**config.mk**
```make
export PLATFORM = sky130hd
export DESIGN_NAME = uart_tx_buffered
export DESIGN_NICKNAME = d
export VERILOG_FILES = /design/src/rtl/uart_tx_buffered.sv
export SDC_FILE = /design/constraint.sdc
export NUM_CORES = 1
export LEC_CHECK = 0
export BUFFER_PORTS_ARGS = -buffer_cell sky130_fd_sc_hd__buf_4
export CAP_MARGIN = 20
export CORE_MARGIN = 3
export CORE_UTILIZATION = 54
export DETAILED_ROUTE_END_ITERATION = 10
export PLACE_DENSITY = 0.75
export SYNTH_ARGS = -nofsm -noshare
export SYNTH_HDL_FRONTEND = slang
export SYNTH_SLANG_ARGS = --single-unit
```
**constraint.sdc**
```tcl
create_clock -name clk -period 2.1 [get_ports clk]
set_input_delay 0.105 -clock clk [delete_from_list [all_inputs] [get_ports clk]]
set_output_delay 0.105 -clock clk [all_outputs]
set_load 0.03 [all_outputs]
```
**src/rtl/uart_tx_buffered.sv**
```systemverilog
// rtl/uart_tx_buffered.sv - byte FIFO feeding an 8N1 UART serializer
// Define UART_TX_PARITY_EN for an even-parity bit between data and stop (8E1).
module uart_tx_buffered #(
    parameter int CLKS_PER_BIT = 10417,
    parameter int DEPTH        = 4,
    parameter int CNT_W        = $clog2(DEPTH + 1)
) (
    input  logic             clk,
    input  logic             reset,
    input  logic             wr_en,
    input  logic [7:0]       wr_data,
    output logic             tx,
    output logic             busy,
    output logic             full,
    output logic             empty,
    output logic [CNT_W-1:0] count,
    output logic             overflow
);

    localparam int PTR_W  = $clog2(DEPTH);
    localparam int BAUD_W = $clog2(CLKS_PER_BIT);
    localparam logic [CNT_W-1:0]  L_DEPTH    = CNT_W'(DEPTH);
    localparam logic [BAUD_W-1:0] L_BAUD_END = BAUD_W'(CLKS_PER_BIT - 1);

    typedef enum logic [2:0] {
        S_IDLE,
        S_START,
        S_DATA,
        S_PARITY,
        S_STOP
    } state_t;

    logic [7:0]        r_mem [DEPTH];
    logic [PTR_W-1:0]  r_wr_ptr;
    logic [PTR_W-1:0]  r_rd_ptr;
    logic [CNT_W-1:0]  r_count;
    logic              r_full;
    logic              r_empty;
    logic              r_overflow;

    state_t            r_state;
    logic [BAUD_W-1:0] r_baud;
    logic [2:0]        r_bit;
    logic [7:0]        r_shift;
    logic              r_tx;
    logic              r_busy;
`ifdef UART_TX_PARITY_EN
    logic              r_parity;
`endif

    logic              w_baud_end;
    logic              w_pop;
    logic              w_push;
    logic [7:0]        w_head;
    logic [CNT_W-1:0]  w_count_next;

    assign w_baud_end = (r_baud == L_BAUD_END);
    assign w_head     = r_mem[r_rd_ptr];

    // A pop happens only when the FSM enters START, from IDLE or straight out of STOP.
    assign w_pop  = (r_count != '0) &&
                    ((r_state == S_IDLE) || ((r_state == S_STOP) && w_baud_end));
    assign w_push = wr_en && ((r_count != L_DEPTH) || w_pop);

    always_comb begin
        w_count_next = r_count;
        if (w_push && !w_pop) begin
            w_count_next = r_count + 1'b1;
        end else if (!w_push && w_pop) begin
            w_count_next = r_count - 1'b1;
        end
    end

    always_ff @(posedge clk) begin
        if (reset) begin
            r_wr_ptr   <= '0;
            r_rd_ptr   <= '0;
            r_count    <= '0;
            r_full     <= 1'b0;
            r_empty    <= 1'b1;
            r_overflow <= 1'b0;
        end else begin
            if (w_push) begin
                r_mem[r_wr_ptr] <= wr_data;
                r_wr_ptr        <= r_wr_ptr + 1'b1;
            end
            if (w_pop) begin
                r_rd_ptr <= r_rd_ptr + 1'b1;
            end
            if (wr_en && !w_push) begin
                r_overflow <= 1'b1;
            end
            r_count <= w_count_next;
            r_full  <= (w_count_next == L_DEPTH);
            r_empty <= (w_count_next == '0);
        end
    end

    always_ff @(posedge clk) begin
        if (reset) begin
            r_state  <= S_IDLE;
            r_baud   <= '0;
            r_bit    <= '0;
            r_shift  <= '0;
            r_tx     <= 1'b1;
            r_busy   <= 1'b0;
`ifdef UART_TX_PARITY_EN
            r_parity <= 1'b0;
`endif
        end else begin
            case (r_state)
                S_IDLE: begin
                    r_baud <= '0;
                    r_tx   <= 1'b1;
                    if (w_pop) begin
                        r_state  <= S_START;
                        r_tx     <= 1'b0;
                        r_busy   <= 1'b1;
                        r_shift  <= w_head;
`ifdef UART_TX_PARITY_EN
                        r_parity <= ^w_head;
`endif
                    end
                end
                S_START: begin
                    if (w_baud_end) begin
                        r_baud  <= '0;
                        r_bit   <= '0;
                        r_state <= S_DATA;
                        r_tx    <= r_shift[0];
                    end else begin
                        r_baud <= r_baud + 1'b1;
                    end
                end
                S_DATA: begin
                    if (w_baud_end) begin
                        r_baud <= '0;
                        if (r_bit == 3'd7) begin
`ifdef UART_TX_PARITY_EN
                            r_state <= S_PARITY;
                            r_tx    <= r_parity;
`else
                            r_state <= S_STOP;
                            r_tx    <= 1'b1;
`endif
                        end else begin
                            r_bit   <= r_bit + 1'b1;
                            r_shift <= {1'b0, r_shift[7:1]};
                            r_tx    <= r_shift[1];
                        end
                    end else begin
                        r_baud <= r_baud + 1'b1;
                    end
                end
`ifdef UART_TX_PARITY_EN
                S_PARITY: begin
                    if (w_baud_end) begin
                        r_baud  <= '0;
                        r_state <= S_STOP;
                        r_tx    <= 1'b1;
                    end else begin
                        r_baud <= r_baud + 1'b1;
                    end
                end
`endif
                S_STOP: begin
                    if (w_baud_end) begin
                        r_baud <= '0;
                        // Back-to-back frames: next start bit follows the stop bit directly.
                        if (w_pop) begin
                            r_state  <= S_START;
                            r_tx     <= 1'b0;
                            r_shift  <= w_head;
`ifdef UART_TX_PARITY_EN
                            r_parity <= ^w_head;
`endif
                        end else begin
                            r_state <= S_IDLE;
                            r_tx    <= 1'b1;
                            r_busy  <= 1'b0;
                        end
                    end else begin
                        r_baud <= r_baud + 1'b1;
                    end
                end
                default: begin
                    r_state <= S_IDLE;
                    r_tx    <= 1'b1;
                    r_busy  <= 1'b0;
                    r_baud  <= '0;
                end
            endcase
        end
    end

    assign tx       = r_tx;
    assign busy     = r_busy;
    assign full     = r_full;
    assign empty    = r_empty;
    assign count    = r_count;
    assign overflow = r_overflow;

endmodule
```
# Word level (Yosys, flattened, before mapping)
# Memory sizes are Yosys's and may differ from the RTL's. A register that Yosys moved wholly into a read port is not among the register bits.
# Cells that the tools add are included.
# word_totals
inputBits	11
ram_bits	32
register_bits	40
out_inout_bits	8
mem_count	1
# classes
bitwise_logic	2
n_eq_ne	14
addsub	6
n_reduce_logical	23
n_mux	33
# mem_list
memory	words	width	read_ports	rd_ports_with_merged_regs	wr	line	source
r_mem	4	8	1	1	1	33	logic [7:0] r_mem [DEPTH];
# ops
cell	count
$mux W8	4
$mux W3	10
$pmux W8 S3	1
$add A14 B1 Y14 const B	1
$eq A14 B14 Y1 const B	1
$ne A2 B2 Y1 const B	7
$mux W1	12
$pmux W3 S4	1
$reduce_and A4 Y1	3
$eq A3 B3 Y1 const B	3
$add A3 B1 Y3 const B	2
$logic_and A1 B1 Y1	6
$logic_not A3 Y1	2
$pmux W3 S2	1
$reduce_bool A3 Y1	2
$reduce_or A3 Y1	2
$reduce_and A5 Y1	1
$add A2 B1 Y2 const B	2
$mux W2	2
$pmux W1 S4	1
$eq A3 B1 Y1 const B	1
$eq A3 B2 Y1 const B	1
$ne A3 B3 Y1 const B	1
$pmux W1 S3	1
7 further kinds	10

# Longest topological paths before layout
# depth
word_depth	11
depth_mapped	9
depth_no_buf	7

# Worst setup path after synthesis
# Ideal clock, no wire load.
# synth_timing
path_kind	flip-flop to flip-flop
startpoint	register r_count[0] (netlist: count[0])
endpoint	register r_empty (netlist: empty)
setup_time_ns	0.084
arrival_ns	2.255
synth_period_minus_slack_ns	2.339
t_required_ns	2.016
path_stages_with_launch	8
setup_slack_ns	-0.239
cell_sequence	dfxtp_1 -> inv_1 -> ha_1 -> or3_1 -> and2_4 -> a2111o_1 -> a32o_1 -> o31ai_2
# synth_via
elab_chain_cells	9
# synth_rtl
item	line	source
from (decl)	36	logic [CNT_W-1:0] r_count;
from (signal assigned)	93	r_count <= w_count_next;
$reduce_bool A3 Y1	61	assign w_pop = (r_count != '0) &&
$logic_and A1 B1 Y1	61	
$logic_or A1 B1 Y1	63	assign w_push = wr_en && ((r_count != L_DEPTH) || w_pop);
$logic_and A1 B1 Y1	63	
$logic_not A1 Y1	69	end else if (!w_push && w_pop) begin
$logic_and A1 B1 Y1	69	
$mux W3	69	
$mux W3 *	67	if (w_push && !w_pop) begin
$logic_not A3 Y1 *	95	r_empty <= (w_count_next == '0);
to (signal assigned)	95	
to (decl)	38	logic r_empty;
# Every way passes the cells marked *; elsewhere a longest branch is shown, timed or not.
# A chain may end at the register's enable or synchronous reset.

# Worst setup path in the final report
# layout_timing
startpoint	register r_baud[0]
endpoint	register r_empty (netlist: empty)
# layout_via
elab_chain_cells	11
# layout_rtl
item	line	source
from (decl)	42	logic [BAUD_W-1:0] r_baud;
from (signal assigned)	132	r_baud <= r_baud + 1'b1;
from (signal assigned)	152	r_baud <= r_baud + 1'b1;
from (signal assigned)	183	r_baud <= r_baud + 1'b1;
$eq A14 B14 Y1 *	57	assign w_baud_end = (r_baud == L_BAUD_END);
$logic_and A1 B1 Y1 *	62	((r_state == S_IDLE) || ((r_state == S_STOP) && w_baud_end));
$logic_or A1 B1 Y1 *	62	
$logic_and A1 B1 Y1 *	61	
$logic_or A1 B1 Y1	63	
$logic_and A1 B1 Y1	63	
$logic_not A1 Y1	69	
$logic_and A1 B1 Y1	69	
$mux W3	69	
$mux W3 *	67	
$logic_not A3 Y1 *	95	
# Marked as above.

==> metrics.log <==
INFO  metric stdcell_count = 428
INFO  metric critPathKind = flop to flop
INFO  metric holdPathEnd = overflow
INFO  metric clock_pin_slew_on_the_worst_setup_and_hold_paths = approximately 0.080 ns
INFO  metric synth_area = 3370 µm²
INFO  metric final.setup.tns = 0 ns
INFO  metric nNetsFinal = 370
INFO  metric synthMuxAreaShare = 0.0691
INFO  metric seq_area = between 1500 and 2000 µm²
INFO  metric timing.rr.start = r_baud[0]
INFO  metric place_congestion = 0.873
INFO  metric crit_path_end_kind = flop
INFO  metric synth-compound-area-share = 0.103
INFO  metric postSynthNetCount = 327
INFO  metric htreeDepth = 3
INFO  metric yosys_warns = 0
INFO  metric detail-route-antenna-nets = 0
INFO  metric status = finished clean
INFO  metric remaining_drc_errors = 0
INFO  metric max-clock-path-buffers = 2
INFO  metric slew_at_the_pin_closest_to_its_max_slew_limit = 0.524 ns
INFO  metric num_cts_buffers = 9
INFO  metric coreArea = 5990 µm²
INFO  metric critical_path.max_stage_delay = 0.33 ns
INFO  metric peak_ir_drop_on_the_vdd_network = between 0.0006 and 0.0007 V
INFO  metric total_die_area = 7220 µm²
INFO  metric drt_iter0_markers = 124
INFO  metric hold_path_class = input port to flop
INFO  metric global_route.usage.total = 0.195
INFO  metric synth_adder_area_share = 0.0409
INFO  metric timing.critical_path.cells = inv_1 -> ha_1 -> and4bb_4 -> a41o_1 -> buf_4 -> a211o_1 -> a32o_2 -> o31ai_2
INFO  metric row_count = 28
INFO  metric route.final.wire_length = 6360 µm
INFO  metric detailedPlacementHpwl = 4360 µm
INFO  metric hold-path-cell-count = 3
INFO  metric wl_per_cell = 14.9 µm
INFO  metric top_level_ports = 19
INFO  metric drt-vias-per-instance = 5.61
INFO  metric vias = 2,403
INFO  metric cts_tree = done
INFO  metric syn-instance-count = 305
INFO  metric layout.filler_cells = around 470
INFO  metric powerDensity = between 1000 and 1500 nW/µm²
INFO  metric die_height = 85.0 µm
INFO  metric area.growth.synth_to_final = 19.0%
INFO  metric synth_edf_count = 32
INFO  metric antenna-diode-count = 0
INFO  metric first_global_vias = approximately 2,400
INFO  metric clk-insertion-delay-late = 0.36 ns
INFO  metric placed_cells_incl_taps = 402
INFO  metric post-route-min-period = 1.95 ns
INFO  metric layout.cells.most_common = buf_4
INFO  metric maximum_number_of_pins_on_one_net_before_global_route_repair = 27
INFO  metric grt_antenna_before_repair = 0
INFO  metric initial_utilization = 0.562
INFO  metric worstPathMaxFanout = 9
INFO  metric largest_family_of_logic_cells_by_synthesized_area = simple AND/OR/NAND/NOR gates
INFO  metric synth-seq-cells = 74
INFO  metric synth_xor_area_frac = 0.0416
INFO  metric setup-violations-final = 0
INFO  metric critPathArrivalTime = 2.23 ns
INFO  metric detailedRoute.firstPassIterationCount = 4
INFO  metric wire_length_of_the_first_global_routing_pass = 11,200 µm
INFO  metric worst_ep_required_time = 2.38 ns
INFO  metric synth-main-ff-cell = dfxtp_1
INFO  metric syn_area_per_cell = 11.0 µm²
INFO  metric synth-async-reset-ratio = 0
INFO  metric timing.slew.headroom = 0.650
INFO  metric layout.cells.most_common_list = buf_4, nor2_1, dfxtp_1, edfxtp_1, nand2_1
INFO  metric final_critical_path_share_of_the_clock_period = 0.930
INFO  metric grt_setup_unrepaired = false
INFO  metric start_point_of_the_worst_min_delay_path = wr_en
INFO  metric clkSinkCount = 74
INFO  metric yosysUniqueCellTypes = 49
INFO  metric rr_endpoint = empty
INFO  metric setup.worst_path.start_class = flop
INFO  metric grt.overflow.total = 0
INFO  metric timing.clock.skew = 0.00682 ns
INFO  metric leakage = approximately 1.5 nW
INFO  metric reg2reg_setup_slack = 0.15 ns
INFO  metric final-max-slew-violation-count = 0
INFO  metric final-hold-violation-count = 0
INFO  metric number_of_max_cap_violations = 0
INFO  metric slowest_stage = dfxtp_2
INFO  metric drive_gt1_frac = 0.241
INFO  metric multi_input_comb_area = 1470 µm²
INFO  metric clock.fmax = between 0.5 and 0.6 GHz
INFO  metric post_synth_and_or_nand_nor_area_fraction = 0.178
INFO  metric port_buffers = 18
INFO  metric dieWidth = 85.0 µm
INFO  metric cts_root_buf = clkbuf_8
INFO  metric reg2reg_depth = 8
INFO  metric seq_area_frac_synth = 0.535
INFO  metric fin_total_pwr = ~4.4 mW
-- cells by family after synthesis --
| logic type | Yosys count |
|---|---|
| xor+xnor | 16 |
| simple gates | 115 |
| flops | 74 |
| buf+inv | 27 |
| compound gates | 49 |
| mux | 13 |
| fa+ha+maj | 11 |
-- area by class of cell --
| cell class | count | area share |
|---|---|---|
| clock buffer | 9 | 0.0309 |
| clock inverter | 7 | 0.0191 |
| inverter | 10 | 0.00937 |
| multi-input combinational | 204 | 0.368 |
| sequential | 74 | 0.452 |
| tap | 75 | 0.0234 |
| timing repair buffer | 49 | 0.0968 |
-- worst max-delay path: cells and delay by family (launching register included) --
| family | cells | cell delay, ns |
|---|---|---|
| AO/OA/AOI/OAI | 4 | 0.95 |
| buffers and inverters | 2 | 0.21 |
| flip-flops | 1 | 0.33 |
| AND/OR/NAND/NOR | 1 | 0.21 |
| adder cells (fa/ha/maj) | 1 | 0.19 |
-- cells in the mapped netlist, types with 2 or more instances --
| cell | count | area [µm²] |
|---|---|---|
| a311oi_1 | 7 | 61.3 |
| buf_2 | 6 | 30.0 |
| a41oi_1 | 2 | 17.5 |
| and4_1 | 4 | 35.0 |
| ha_1 | 11 | 138 |
| mux4_2 | 8 | 180 |
| xnor2_1 | 6 | 52.6 |
| nor3_1 | 13 | 65.1 |
| nand3_1 | 10 | 50.1 |
| a21oi_1 | 16 | 80.1 |
| edfxtp_1 | 32 | 961 |
| inv_1 | 10 | 37.5 |
| xor2_1 | 10 | 87.6 |
| mux2i_1 | 3 | 30.0 |
| and3_1 | 8 | 50.1 |
| dfxtp_1 | 42 | 841 |
| a31oi_1 | 2 | 12.5 |
| nand4_1 | 2 | 12.5 |
| nor2_1 | 38 | 143 |
| o21ai_0 | 8 | 40.0 |
| o2111ai_1 | 2 | 17.5 |
| mux2_1 | 2 | 22.5 |
| nand2b_1 | 5 | 31.3 |
| nor2b_1 | 3 | 18.8 |
| clkbuf_1 | 10 | 37.5 |
| nand2_1 | 22 | 82.6 |
-- state kept, by name, indices dropped and copies added, names as in the netlist, 2 cells and up, named ones only --
register  cells
r_baud       14
r_state       3
r_wr_ptr      2
r_mem        32
r_shift       8
count         3
r_rd_ptr      2
r_bit         3
-- power by group --
group	internal [mW]	switching, mW	leakage (nW)
registers	1.69	0.135	0.636
logic	0.693	0.762	0.779
clock network	0.556	0.556	0.0962
-- stage by stage --
stage,hold WS [ns],worst slack (ns),area (µm²),util
6_report,0.0782,0.147,4010,0.669
3_3_place_gp,0.307,0.0923,3690,0.616
4_1_cts,0.0598,0.000684,3970,0.663
3_5_place_dp,0.312,0.0181,3690,0.616
2_1_floorplan,0.204,0.0122,3370,-
5_1_grt,0.0835,0.0138,4010,0.669
-- per-layer routing --
| layer | track usage | vias up | share of wire |
|---|---|---|---|
| met1 | 0.246 | 1150 | 0.46 |
| met2 | 0.319 | 40 | 0.49 |
| met5 | 0 | - | 0 |
| met4 | 0.0647 | 0 | 0.013 |
| li1 | - | 1202 | - |
| met3 | 0.0612 | 11 | 0.036 |
-- worst max path at each step --
stage | startpoint | end | slack [ns] | cells after the start
global placement | r_baud[1] | r_mem[1][1] | 0.09 | 7
global route | r_baud[1] | r_mem[3][7] | 0.01 | 7
CTS | r_baud[1] | r_mem[1][0] | 0.0007 | 7
finish | r_baud[0] | empty | 0.15 | 8
floorplan | count[0] | empty | 0.01 | 7
detailed placement | r_baud[1] | r_mem[1][1] | 0.02 | 7
-- timing repair --
action,CTS,global route
endpoints found under the hold margin,32,0
resized for setup,0,11
setup endpoints to repair,0,35
hold buffers,8,0
setup buffers,0,2
Note: power is estimated with default switching activity, not from simulation.
